==> src/rtl/sram_ctrl.sv <==
// sram_ctrl: multi-cycle data-memory controller for the Mem stage.
// Each 32-bit CPU access is split into two 16-bit SRAM accesses (low half,
// then high half). Each half is held on the bus for SRAM_WAIT_CYCLES cycles.
// `ready` stays low while an access is in flight so the pipeline can freeze.
// Optional feature: define SRAM_ACCESS_COUNT_EN to add the rd_count/wr_count
// saturating access counters.

module sram_ctrl #(
    parameter int          SRAM_WAIT_CYCLES = 5,
    parameter logic [31:0] MEM_BASE_ADDR    = 32'd1024
) (
    input  logic        clk,
    input  logic        rst,
    input  logic        rd_en,
    input  logic        wr_en,
    input  logic [31:0] address,
    input  logic [31:0] write_data,
    output logic [31:0] read_data,
    output logic        ready,
    output logic [17:0] sram_addr,
    output logic [15:0] sram_dq_out,
    input  logic [15:0] sram_dq_in,
    output logic        sram_dq_oe,
    output logic        sram_we_n
`ifdef SRAM_ACCESS_COUNT_EN
    ,
    output logic [15:0] rd_count,
    output logic [15:0] wr_count
`endif
);

    typedef enum logic [1:0] {
        IDLE = 2'd0,
        LOW  = 2'd1,
        HIGH = 2'd2,
        DONE = 2'd3
    } state_t;

    // Counter value that keeps a half-access on the bus for SRAM_WAIT_CYCLES.
    localparam logic [3:0] WAIT_LOAD = 4'(SRAM_WAIT_CYCLES - 1);

    // Sequencer state
    state_t      state_reg,   state_next;
    logic [3:0]  count_reg,   count_next;
    logic        is_write_reg, is_write_next;
    logic [16:0] word_reg,    word_next;
    logic [31:0] wdata_reg,   wdata_next;

    // Registered SRAM bus
    logic [17:0] addr_reg,    addr_next;
    logic [15:0] dq_out_reg,  dq_out_next;
    logic        dq_oe_reg,   dq_oe_next;
    logic        we_n_reg,    we_n_next;

    logic        phase_end;
    logic        request;
    logic        bus_active_next;
    logic        high_next;

    // CPU byte address relative to the start of SRAM; wraps modulo 2^32.
    logic [31:0] offset_in;
    logic        addr_unused;

    assign offset_in   = address - MEM_BASE_ADDR;
    // Bits dropped by the half-word address map (byte lane and aliasing bits).
    assign addr_unused = ^{offset_in[31:19], offset_in[1:0]};

    assign request   = rd_en | wr_en;
    assign phase_end = (count_reg == 4'd0);

    // Pipeline handshake: ready when idle with no request, or on the DONE cycle.
    assign ready = (state_reg == DONE) || ((state_reg == IDLE) && !request);

    // Next-state logic: latch the request in IDLE, count down each half-access.
    always_comb begin
        state_next    = state_reg;
        count_next    = count_reg;
        is_write_next = is_write_reg;
        word_next     = word_reg;
        wdata_next    = wdata_reg;
        case (state_reg)
            IDLE: begin
                if (request) begin
                    // A store wins when both enables are raised together.
                    is_write_next = wr_en;
                    word_next     = offset_in[18:2];
                    wdata_next    = write_data;
                    count_next    = WAIT_LOAD;
                    state_next    = LOW;
                end
            end
            LOW: begin
                if (phase_end) begin
                    count_next = WAIT_LOAD;
                    state_next = HIGH;
                end else begin
                    count_next = count_reg - 4'd1;
                end
            end
            HIGH: begin
                if (phase_end) begin
                    state_next = DONE;
                end else begin
                    count_next = count_reg - 4'd1;
                end
            end
            DONE: begin
                state_next = IDLE;
            end
            default: begin
                state_next = IDLE;
            end
        endcase
    end

    // Bus values for the next cycle, derived from where the sequencer is going.
    // The write strobe is released on the last cycle of each half so the SRAM
    // always sees a rising we_n edge before the address changes.
    always_comb begin
        addr_next       = addr_reg;
        dq_out_next     = dq_out_reg;
        dq_oe_next      = 1'b0;
        we_n_next       = 1'b1;
        bus_active_next = (state_next == LOW) || (state_next == HIGH);
        high_next       = (state_next == HIGH);
        if (bus_active_next) begin
            addr_next = {word_next, high_next};
            if (is_write_next) begin
                dq_out_next = high_next ? wdata_next[31:16] : wdata_next[15:0];
                dq_oe_next  = 1'b1;
                we_n_next   = (count_next == 4'd0);
            end
        end
    end

    // Sequencer registers; reset aborts any access in flight.
    always_ff @(posedge clk or negedge rst) begin
        if (!rst) begin
            state_reg    <= IDLE;
            count_reg    <= 4'd0;
            is_write_reg <= 1'b0;
            word_reg     <= 17'd0;
            wdata_reg    <= 32'd0;
        end else begin
            state_reg    <= state_next;
            count_reg    <= count_next;
            is_write_reg <= is_write_next;
            word_reg     <= word_next;
            wdata_reg    <= wdata_next;
        end
    end

    // SRAM bus registers; reset drops the strobe and releases DQ at once.
    always_ff @(posedge clk or negedge rst) begin
        if (!rst) begin
            addr_reg   <= 18'd0;
            dq_out_reg <= 16'd0;
            dq_oe_reg  <= 1'b0;
            we_n_reg   <= 1'b1;
        end else begin
            addr_reg   <= addr_next;
            dq_out_reg <= dq_out_next;
            dq_oe_reg  <= dq_oe_next;
            we_n_reg   <= we_n_next;
        end
    end

    assign sram_addr   = addr_reg;
    assign sram_dq_out = dq_out_reg;
    assign sram_dq_oe  = dq_oe_reg;
    assign sram_we_n   = we_n_reg;

    // One capture register per 16-bit half of the load result.
    for (genvar gi = 0; gi < 2; gi++) begin : g_rd_half
        localparam state_t HALF_STATE = (gi == 0) ? LOW : HIGH;
        logic [15:0] half_reg;

        // Capture SRAM data on the final cycle of this half of a load.
        always_ff @(posedge clk or negedge rst) begin
            if (!rst) begin
                half_reg <= 16'd0;
            end else if ((state_reg == HALF_STATE) && phase_end && !is_write_reg) begin
                half_reg <= sram_dq_in;
            end
        end
    end

    assign read_data = {g_rd_half[1].half_reg, g_rd_half[0].half_reg};

`ifdef SRAM_ACCESS_COUNT_EN
    logic        enter_done;
    logic [15:0] rd_count_reg;
    logic [15:0] wr_count_reg;

    assign enter_done = (state_reg == HIGH) && phase_end;

    // Saturating per-type access counters, bumped as an access reaches DONE.
    always_ff @(posedge clk or negedge rst) begin
        if (!rst) begin
            rd_count_reg <= 16'd0;
            wr_count_reg <= 16'd0;
        end else if (enter_done) begin
            if (is_write_reg) begin
                if (wr_count_reg != 16'hFFFF) begin
                    wr_count_reg <= wr_count_reg + 16'd1;
                end
            end else begin
                if (rd_count_reg != 16'hFFFF) begin
                    rd_count_reg <= rd_count_reg + 16'd1;
                end
            end
        end
    end

    assign rd_count = rd_count_reg;
    assign wr_count = wr_count_reg;
`endif

    // A one-cycle half never asserts we_n, so stores are unusable at that
    // setting; the wait count must also fit the 4-bit counter.
    a_wait_range: assert property (@(posedge clk) disable iff (!rst)
        (SRAM_WAIT_CYCLES >= 1) && (SRAM_WAIT_CYCLES <= 15));
    a_no_store_single_cycle: assert property (@(posedge clk) disable iff (!rst)
        ((state_reg == IDLE) && wr_en) |-> (SRAM_WAIT_CYCLES > 1));

endmodule

==> config.mk <==
export PLATFORM = sky130hd
export DESIGN_NAME = sram_ctrl
export DESIGN_NICKNAME = d
export VERILOG_FILES = /design/src/rtl/sram_ctrl.sv
export SDC_FILE = /design/constraint.sdc
export NUM_CORES = 1
export LEC_CHECK = 0
export BUFFER_PORTS_ARGS = -buffer_cell sky130_fd_sc_hd__buf_4
export CAP_MARGIN = 20
export CORE_UTILIZATION = 52
export DETAILED_ROUTE_END_ITERATION = 8
export PLACE_DENSITY = 0.77
export SYNTH_ARGS = -nofsm -noshare
export SYNTH_HDL_FRONTEND = slang
export SYNTH_SLANG_ARGS = --single-unit
==> constraint.sdc <==
create_clock -name clk -period 3.48 [get_ports clk]
set_clock_uncertainty 0.05 [all_clocks]
set_input_delay 0 -clock clk [delete_from_list [all_inputs] [get_ports clk]]
set_output_delay 0 -clock clk [all_outputs]
set_load 0.01 [all_outputs]
# After elaboration in Yosys (flattened, before gate mapping)
# Cells that the tools add are included.
[word_totals] ff_bits=124 output_inout_bits=69 elab_cells=51
[op_classes] add_sub_neg=2 n_eq_ne=5 n_mux=19 n_bitwise=1 reduce_logical=13
[ops] cell="$mux W32" count=2
[ops] cell="$mux W17" count=2
[ops] cell="$sub A19 B11 Y19 const B" count=1
[ops] cell="$mux W16" count=1
[ops] cell="$mux W4" count=3
[ops] cell="$pmux W4 S3" count=1
[ops] cell="$logic_not A4 Y1" count=2
[ops] cell="$pmux W2 S4" count=1
[ops] cell="$eq A2 B2 Y1 const B" count=3
[ops] cell="$mux W1" count=6
[ops] cell="$mux W2" count=3
[ops] cell="$logic_and A1 B1 Y1" count=5
[ops] cell="$eq A2 B1 Y1 const B" count=2
[ops] cell="$sub A4 B1 Y4 const B" count=1
[ops] cell="$logic_not A1 Y1" count=2
[ops] cell="$logic_not A2 Y1" count=1
[ops] cell="$logic_or A1 B1 Y1" count=2
[ops] cell="$reduce_and A2 Y1" count=1
[ops] cell="$or A1 B1 Y1" count=1

# Longest topological paths before layout
[logic_depth] word_depth=6 ltp_mapped=12

# Least setup slack after synthesis
# Ideal clock, no wire load.
[synth_path] kind="reg2reg" from="register count_reg[0]" to="register dq_out_reg[10], in the netlist sram_dq_out[10]" arrival_ns=2.814 required_ns=3.305 path_slack_ns=0.492 stages_incl_launch_ff=11 synth_period_minus_slack_ns=2.988 cell_sequence="dfrtp_1 inv_1 ha_1 or3b_1 buf_6 a211oi_1 ha_1 clkbuf_1 clkbuf_1 mux4_2 mux2_2"
[synth_via] elab_chain_cells=6 word_cells_on_any_way=9 cone_classes="eq/ne: 2; mux: 4; reduce/logical: 3"
[synth_rtl] element="from (decl)" line="44" text="logic [3:0] count_reg, count_next;"
[synth_rtl] element="from (signal assigned)" line="146" text="count_reg <= count_next;"
[synth_rtl] element="$logic_not A4 Y1 (*)" line="69" text="assign phase_end = (count_reg == 4'd0);"
[synth_rtl] element="$mux W2, on equally long branches" line="101, 93"
[synth_rtl] element="$pmux W2 S4 (*)" line="81" text="case (state_reg)"
[synth_rtl] element="$eq A2 B2 Y1 (*)" line="125" text="high_next = (state_next == HIGH);"
[synth_rtl] element="net high_next" line="58" text="logic high_next;"
[synth_rtl] element="$logic_or A1 B1 Y1" line="124" text="bus_active_next = (state_next == LOW) || (state_next == HIGH);"
[synth_rtl] element="$reduce_and A2 Y1 (no line)"
[synth_rtl] element="to (signal assigned)" line="162" text="dq_out_reg <= dq_out_next;"
[synth_rtl] element="to (decl)" line="51" text="logic [15:0] dq_out_reg, dq_out_next;"
# The timed path passes the listed nets; every way through them passes the cells marked *.
# A chain may end at the register's enable or synchronous reset.

# Worst setup path in the final report
[layout_path] from="register count_reg[1]" to="register dq_out_reg[2], in the netlist sram_dq_out[2]"
# The elaborated chain is that of the path after synthesis.

==> flow_summary_export.csv <==
group,metric,value,unit
die,fp.dieW,105,µm
detailed_routing,detail_route.first_pass.iterations,4,
synthesis,syn_inst,429,
placed_design,placed_cell_area,0.00658,mm²
final_layout,final_area,0.00794,mm²
final_layout,layout-drive-gt1-share,41.4,%
synthesis,synth_flop_cell,"sky130_fd_sc_hd__dfrtp_1",
grt,grt_first_pass_wirelength,22300,µm
clocking,tritoncts.num_buffers,17,
power_and_ir_drop,static-leakage-power,3.82,nW
clocking,clk_latency,0.53,ns
setup_path,setup.reg_to_reg.worst_slack,0.62,ns
grt,pin_count_of_the_biggest_net_entering_global_routing,65,
detailed_routing,detail-route-antenna-nets,0,
final_layout,final_nets,735,
timing,finalWorstPathRequiredPeriod,2.86,ns
synthesis,post_synth_instance_area,0.00546,mm²
detailed_routing,wl,13300,µm
grt,groute.usage.overall,26.7,%
timing,slew_headroom,37.0,%
synthesis,synth_top_area_share,56.3,%
final_layout,insertedDiodeCount,0,
timing,finalSetupTns,0,ns
timing,fin_max_slew_vios,0,
die,design.core.area,0.0103,mm²
setup_path,crit_type,"reg -> reg",
placed_design,gp_congestion,0.801,
detailed_routing,via_count,4202,
die,floorplan.initialDensity,53.2,%
synthesis,mappedNetlistNets,517,
synthesis,synth-edff-count,0,
final_layout,number_of_non_filler_instances_in_the_completed_layout,796,
grt,grt_pass1_vias,4448,
synthesis,synth.top_cells.by_area,"sky130_fd_sc_hd__dfrtp_1 56%, sky130_fd_sc_hd__mux2_2 9.9%, sky130_fd_sc_hd__nand2_1 7.1%, sky130_fd_sc_hd__mux4_2 6.6%, sky130_fd_sc_hd__mux2_4 5.5%",
synthesis,synth_common_cells,"123 x sky130_fd_sc_hd__dfrtp_1, 103 x sky130_fd_sc_hd__nand2_1, 48 x sky130_fd_sc_hd__mux2_2, 21 x sky130_fd_sc_hd__nor2_1, 20 x sky130_fd_sc_hd__mux2_4",
grt,globalRouteOverflowTotal,0,
synthesis,synth-warning-count,0,
detailed_routing,routed_via_density,5.28,
clocking,cts_resized,0,
setup_path,timing.critical_path.from_type,"flip-flop",
setup_path,timing.critical_path.arrival,3.22,ns
setup_path,worst-r2r-cell-count,8,
synthesis,synth_largest_area_cell,"sky130_fd_sc_hd__dfrtp_1",
grt,antenna_found_initial,0,
synthesis,async_flop_share,100,%
timing,hold-worst-slack,0.0548,ns
placed_design,number_of_buffers_inserted_by_port_buffering,137,
timing,rsz0062_at_grt,"no",
clocking,cts.clk_slew.worst_paths,0.06,ns
die,io_pins,153,
die,die_area,0.0109,mm²
clocking,cts_sinks,124,
synthesis,synth_most_common_cell,"sky130_fd_sc_hd__dfrtp_1",
synthesis,ys_seq_elements,124,
timing,tightest_slew,0.945,ns
timing,post-route-period-util,82.2,%
detailed_routing,dr.first_iter.drc_count,186,
final_layout,flow.area_growth_from_synthesis,45.4,%
worst_hold_path,hold_path.class,"in -> async",
clocking,cts_htree_levels,4,
placed_design,dp.final_hpwl,7630,µm
power_and_ir_drop,ir_worst_vdd,0.530,mV
synthesis,post_synth.cell_area_avg,12.7,µm²
final_layout,final_core_util,77.3,%
timing,final_report_setup_violation_count,0,
setup_path,reg2reg_from,"count_reg[1]$_DFF_PN0_",
timing,final_hold_viol_count,0,
die,std_cell_rows,37,
timing,fmaxAchievable,0.350,GHz
synthesis,synthDistinctLibCells,47,
placed_design,post-place-cells,684,
setup_path,crit_fanout,17,
power_and_ir_drop,total_power_per_unit_cell_area,945,mW/mm²
run,cap_violations,0,
die,die_h,105,µm
run_status,run_status,"finished clean",
setup_path,worstReg2RegEnd,"sram_dq_out[2]$_DFFE_PN0P_",
detailed_routing,detail_route.drc_violations,0,
clocking,cts.root.buffer_cell,"sky130_fd_sc_hd__clkbuf_8",
synthesis,synth.yosys.seq_area_share,56.8,%
setup_path,timing.critical_path.to_type,"flip-flop",
detailed_routing,routed_wire_length_per_instance,16.7,µm
clocking,cts_tree,"done",
clocking,cts_buffer_depth,2,
setup_path,critical_path_required,3.84,ns
[critical path, cell delays in order (launching register included)]
cell                       delay, ns
sky130_fd_sc_hd__dfrtp_1        0.41
sky130_fd_sc_hd__inv_1          0.09
sky130_fd_sc_hd__ha_1           0.22
sky130_fd_sc_hd__or3b_1         0.49
sky130_fd_sc_hd__a211oi_1       0.36
sky130_fd_sc_hd__ha_1           0.21
sky130_fd_sc_hd__buf_4          0.27
sky130_fd_sc_hd__mux4_2         0.35
sky130_fd_sc_hd__mux2_2         0.29
[area by class of cell]
class / count / area, µm²
Sequential cell: 124 / 3100
Clock inverter: 7 / 60.1
Timing Repair Buffer: 224 / 1890
Tap cell: 136 / 170
Fill cell: 620 / 2330
Inverter: 5 / 18.8
Clock buffer: 25 / 504
Multi-Input combinational cell: 275 / 2190
[worst max path at each step]
stage | cells after the start | endpoint | slack, ns | from
after global routing | 8 | sram_dq_out[12]$_DFFE_PN0P_ | 0.49 | count_reg[1]$_DFF_PN0_
final | 8 | sram_dq_out[2]$_DFFE_PN0P_ | 0.62 | count_reg[1]$_DFF_PN0_
after CTS | 8 | sram_dq_out[12]$_DFFE_PN0P_ | 0.63 | count_reg[0]$_DFF_PN0_
after detailed placement | 8 | sram_dq_out[12]$_DFFE_PN0P_ | 0.67 | count_reg[0]$_DFF_PN0_
after global placement | 8 | sram_dq_out[13]$_DFFE_PN0P_ | 0.73 | count_reg[0]$_DFF_PN0_
after floorplan | 10 | sram_dq_out[10]$_DFFE_PN0P_ | 0.49 | count_reg[0]$_DFF_PN0_
[report_power, final]
group	switching [W]	leakage [nW]	internal, W
Combinational	0.00144	2.05	0.00181
Sequential	0.000406	1.48	0.00219
Clock	0.000610	0.287	0.00105
Total	0.00245	3.82	0.00505
[repair_timing]
item                      CTS  global route
hold buffers               80             0
hold endpoints to repair  176             0
buffers inserted            0             0
[placed cells by master, fill, tap and decap left out, drive strengths merged, types with 2 or more instances in the layout]
master / instances
or2b: 2
nor3b: 3
or3b: 3
buf: 144
ha: 4
o221a: 2
or2: 2
nand2b: 2
nor2b: 3
nor2: 21
mux4: 16
dfrtp: 123
or4: 2
inv: 5
o31ai: 9
nand2: 103
dlygate4sd3: 80
or3: 3
clkbuf: 25
clkinv: 6
o21ai: 9
mux2: 68
a221o: 2
or4b: 2
nor3: 4
[through the flow]
stage,total power (W),setup WS (ns)
2_1_floorplan,0.00456,0.492
3_3_place_gp,0.00553,0.727
3_5_place_dp,0.00568,0.666
4_1_cts,0.00749,0.626
5_1_grt,0.00796,0.487
6_report,0.00750,0.619
[cell families after synthesis]
| logic type | after synthesis | synth area share, % |
|---|---|---|
| adder cells (fa/ha/maj) | 4 | 0.916 |
| XOR/XNOR | 2 | 0.321 |
| AND/OR/NAND/NOR | 154 | 12.5 |
| multiplexers | 85 | 22.2 |
| AO/OA/AOI/OAI | 30 | 3.98 |
| buffers and inverters | 30 | 3.32 |
| flip-flops | 124 | 56.8 |
[layer usage]
layer / share of wire, % / vias up / global-route usage (%) / wire, µm
li1: - / 1918 / - / -
met1: 41 / 2111 / 31.1 / 5480
met2: 51 / 137 / 45.4 / 6750
met3: 5.0 / 36 / 6.52 / 659
met4: 3.0 / 0 / 14.5 / 403
met5: 0 / - / 0 / 0
Power figures use the tool's default switching activity.
